<file path="config.mk">
export PLATFORM = sky130hd
export DESIGN_NAME = tdm_demux4
export DESIGN_NICKNAME = d
export VERILOG_FILES = /design/src/rtl/tdm_demux4.sv
export SDC_FILE = /design/constraint.sdc
export NUM_CORES = 1
export LEC_CHECK = 0
export CORE_AREA = 5 5 42 44
export DETAILED_ROUTE_END_ITERATION = 12
export DIE_AREA = 0 0 47 49
export GPL_ROUTABILITY_DRIVEN = 0
export PLACE_DENSITY_LB_ADDON = 0.12
export SLEW_MARGIN = 5
export SYNTH_ARGS = -nofsm -noshare
export SYNTH_HDL_FRONTEND = slang
export SYNTH_SLANG_ARGS = --single-unit
</file>
<file path="constraint.sdc">
create_clock -name clk -period 1.5 [get_ports clk]
set_input_delay 0.375 -clock clk [delete_from_list [all_inputs] [get_ports clk]]
set_output_delay 0.375 -clock clk [all_outputs]
set_load 0.02 [all_outputs]
</file>
<file path="src/rtl/tdm_demux4.sv">
// tdm_demux4: receive-side 4-slot time-division demultiplexer.
// A serial stream carries four slots per frame (i0..i3). The block aligns to
// frame_sync, stages slots 0..2 and publishes all four outputs together on
// the edge that accepts slot 3.
// Optional build macro TDM_SYNC_LOSS_EN: when defined, a missing frame_sync
// at slot 0 while aligned is a sync loss (sample dropped, back to IDLE).
//
// Handshake: a sample is accepted on a rising clk edge where din_valid=1;
// there is no back-pressure. frame_sync is only meaningful when din_valid=1.
module tdm_demux4 #(
  parameter int WIDTH = 1
) (
  input  logic             clk,
  input  logic             rst_n,
  input  logic [WIDTH-1:0] din,
  input  logic             din_valid,
  input  logic             frame_sync,
  output logic [WIDTH-1:0] y0,
  output logic [WIDTH-1:0] y1,
  output logic [WIDTH-1:0] y2,
  output logic [WIDTH-1:0] y3,
  output logic             s1,
  output logic             s0,
  output logic             frame_valid,
  output logic             sync_err
);

  typedef enum logic {
    IDLE = 1'b0,
    RUN  = 1'b1
  } state_t;

  // Current alignment state; kept as a named signal so checkers can bind to it.
  state_t           state;
  logic [1:0]       slot;
  logic [WIDTH-1:0] stg0;
  logic [WIDTH-1:0] stg1;
  logic [WIDTH-1:0] stg2;

  assign s1 = slot[1];
  assign s0 = slot[0];

  // Alignment FSM, slot counter, staging and atomic publish of the outputs.
  always_ff @(posedge clk or negedge rst_n) begin
    if (!rst_n) begin
      state       <= IDLE;
      slot        <= 2'd0;
      stg0        <= '0;
      stg1        <= '0;
      stg2        <= '0;
      y0          <= '0;
      y1          <= '0;
      y2          <= '0;
      y3          <= '0;
      frame_valid <= 1'b0;
      sync_err    <= 1'b0;
    end else begin
      // Status flags are single-cycle pulses.
      frame_valid <= 1'b0;
      sync_err    <= 1'b0;
      if (din_valid) begin
        case (state)
          IDLE: begin
            // Samples before the first frame_sync are discarded.
            if (frame_sync) begin
              stg0  <= din;
              slot  <= 2'd1;
              state <= RUN;
            end
          end
          RUN: begin
            if (frame_sync) begin
              // A sync mid-frame drops the partial frame and restarts at slot 0.
              if (slot != 2'd0) begin
                sync_err <= 1'b1;
              end
              stg0 <= din;
              slot <= 2'd1;
            end else begin
`ifdef TDM_SYNC_LOSS_EN
              if (slot == 2'd0) begin
                // Expected a sync marker here: alignment is lost.
                sync_err <= 1'b1;
                slot     <= 2'd0;
                state    <= IDLE;
              end else begin
`else
              begin
`endif
                case (slot)
                  2'd0: stg0 <= din;
                  2'd1: stg1 <= din;
                  2'd2: stg2 <= din;
                  default: begin
                    y0          <= stg0;
                    y1          <= stg1;
                    y2          <= stg2;
                    y3          <= din;
                    frame_valid <= 1'b1;
                  end
                endcase
                slot <= slot + 2'd1;
              end
            end
          end
          default: state <= IDLE;
        endcase
      end
    end
  end

endmodule

</file>
==> flow_summary.toml <==
[status]
outcome = "completed"

[global_routing]
busiest_layer = "met2"
grt_use_met1_pct = 12.33
grt_usage_pct = 9.836
grtUsageMet2_pct = 15.61
antenna_found_initial = 0
grt_pass1_wl_mm = 1.649
grt-ovfl-total = 0
grt_max_degree = 13
grtUsageMet3_pct = 3.321
grt_pass1_vias = 405

[finish]
seqCellArea_um2 = 300.3
drive_gt1_share_pct = 21.88
nets = 74
fin_area_um2 = 760.7
multi_input_area_um2 = 237.7
antenna_cells = 0
syn_to_final_growth_pct = 32.75
n_fill_cell = 130

[clock_tree]
clockBufferDepth = 2
cts-htree-levels = 1
cts_buffers = 3
cts_tree = "done"
clk_latency_ps = 270
clock-sinks = 12
cts.clk_slew.worst_paths_ps = 70
cts_root_buffer = "clkbuf_4"

[placed_design]
io_buffer_count = 12
place_area_um2 = 734.5
hpwl_um = 770.3

[die]
rows = 14
die_w_um = 47
initial_utilization_pct = 40.89
io_pins = 13
core_um2 = 1401
fp.dieArea_um2 = 2303
die_h_um = 49

[timing]
min_period_ps = 1399
finalCritPeriodShare_pct = 93.28
setup_viol = 0
hold_slack_ps = 404.2
clock_skew_ps = 3.099
max_freq_mhz = 714.7
max_slew.worst_pin.slew_ps = 321.4
hold_viol_final = 0
finalMaxSlewViolations = 0
rsz0062_at_grt = "false"
relSlewSlack_pct = 78.57

[synthesis]
syn_inst = 45
yosys_register_bits = 12
netlist_area_um2 = 573.1
yosysWarnings = 0
netlist_top_cells_area = "dfrtp_1 (52%), ha_1 (8.7%), mux2_2 (7.9%), nand4b_1 (4.6%), mux2_1 (3.9%)"
synth-edff-count = 0
synth.top_cell.area_share_pct = 52.40
yosysSeqAreaShare_pct = 52.40
synth_most_common_cell = "dfrtp_1"
synth_ff_type = "dfrtp_1"
synthArstFlopShare_pct = 100.0
avgSynthCellArea_um2 = 12.73
ys_types = 20
synth_common_cells = "dfrtp_1 (12), ha_1 (4), mux2_2 (4), inv_1 (3), nand4b_1 (3)"
synth_area_leader_cell = "dfrtp_1"
syn-num-nets = 54

[critical_path]
r2r-start = "slot[1]"
cp_data_arrival_time_ps = 1020
worstPathRequired_ps = 1120
critical_path.max_stage_delay_ps = 410
critical_path_class = "flip-flop to primary output"
path_delay_family = "flip-flops"
start_kind = "flip-flop"
crit_start = "slot[1]"
path_cells = "dlygate4sd2_1"
crit_path_top_delay_cell = "dfrtp_1"
end_kind = "primary output"
worstPathMaxFanout = 5
path_buf_inv = 1

[drt]
ant_nets = 0
first_pass_iters = 4
wl_um = 979
drtIter0Drc = 11
wl_per_cell_um = 12.24
via_per_inst = 5.038
via_count = 403
drcViolationCount = 0

[power]
ir_drop_mv = 0.4621
power_density_nw_per_um2 = 1376
power_leakage_uw = 0.0003780

[min_path]
hold_path.class = "input port to asynchronous set/reset pin"

[flow_run]
drv_cap = 0
worst paths after layout:
path	end	slack [ps]	cells past startpoint
worst max-delay path	s1	100	1
worst min-delay path	stg1	400	2
worst max register to register	y2	170	3
worst min register to register	stg2	490	1
max in group asynchronous	y1	940	2
min in group clk	stg2	490	1
cell type report:
cell class,instances,area share [%]
flip-flops and latches,12,39.47
clock buffers,4,4.770
repair buffers,18,20.39
inverters,3,1.480
well taps,16,2.632
multi-input cells,27,31.25
per-layer routing:
metal  part of all wire [%]  vias to the layer above
li1                       -                      200
met1                     43                      189
met2                     49                       12
met3                    6.9                        2
met4                    1.3                        0
met5                      0                        -
registers in the layout, indices dropped and copies added, names as in the netlist:
register / count
stg1: 1
stg0: 1
state: 1
sync_err: 1
slot: 2
y3: 1
y0: 1
frame_valid: 1
stg2: 1
y1: 1
y2: 1
power by group:
group / switching [uW] / total, uW / leakage [uW] / internal [uW]
Clock: 102 / 250 / 0.0000210 / 147
Sequential: 44.0 / 461 / 0.000146 / 417
Combinational: 172 / 336 / 0.000211 / 164
Total: 318 / 1050 / 0.000378 / 728
worst reg2reg max path: cells and delay by family (launching register included):
family,cells,cell delay [ps]
AND/OR/NAND/NOR,1,220
adder cells (fa/ha/maj),1,210
multiplexers,1,370
flip-flops,1,420
cells in the final DEF (no fill, tap or decap), drive strengths merged:
cell type      count
mux2               6
nor3               2
a21oi              1
dlygate4sd2        8
clkbuf             4
nor2               1
a21o               1
nand4b             3
or3b               1
a21boi             1
nand2              1
o2bb2ai            1
nand3              2
and4b              2
inv                3
clkdlybuf4s50      4
buf                6
dfrtp             12
ha                 4
o221ai             1
stage by stage:
| step | instances | TNS, ps | worst slack (ps) | total power, uW | utilization [%] |
|---|---|---|---|---|---|
| floorplan | 45 | 0 | 154.3 | 672.3 | - |
| global placement | 76 | -636.2 | -115.0 | 852.2 | 52.41 |
| detailed placement | 76 | -865.4 | -173.8 | 862.0 | 52.41 |
| CTS | 80 | 0 | 80.11 | 1069 | 54.29 |
| global route | 80 | 0 | 33.71 | 1129 | 54.29 |
| finish | 80 | 0 | 100.8 | 1046 | 54.29 |
cell families (layout without fill, tap and decap cells):
family | count (synthesis) | count (layout) | synth area share, %
DFF | 12 | 12 | 52.40
and+or+nand+nor | 12 | 12 | 14.41
muxes | 6 | 6 | 11.79
buffers and inverters | 6 | 25 | 6.113
AOI/OAI and AO/OA | 5 | 5 | 6.551
adders and majority gates | 4 | 4 | 8.734
timing repair:
item / in CTS / in global routing
endpoints found under the setup margin: 8 / 0
gates resized for setup: 8 / 0
hold buffers: 0 / 0
setup buffers: 0 / 0
Power figures use the tool's default switching activity.
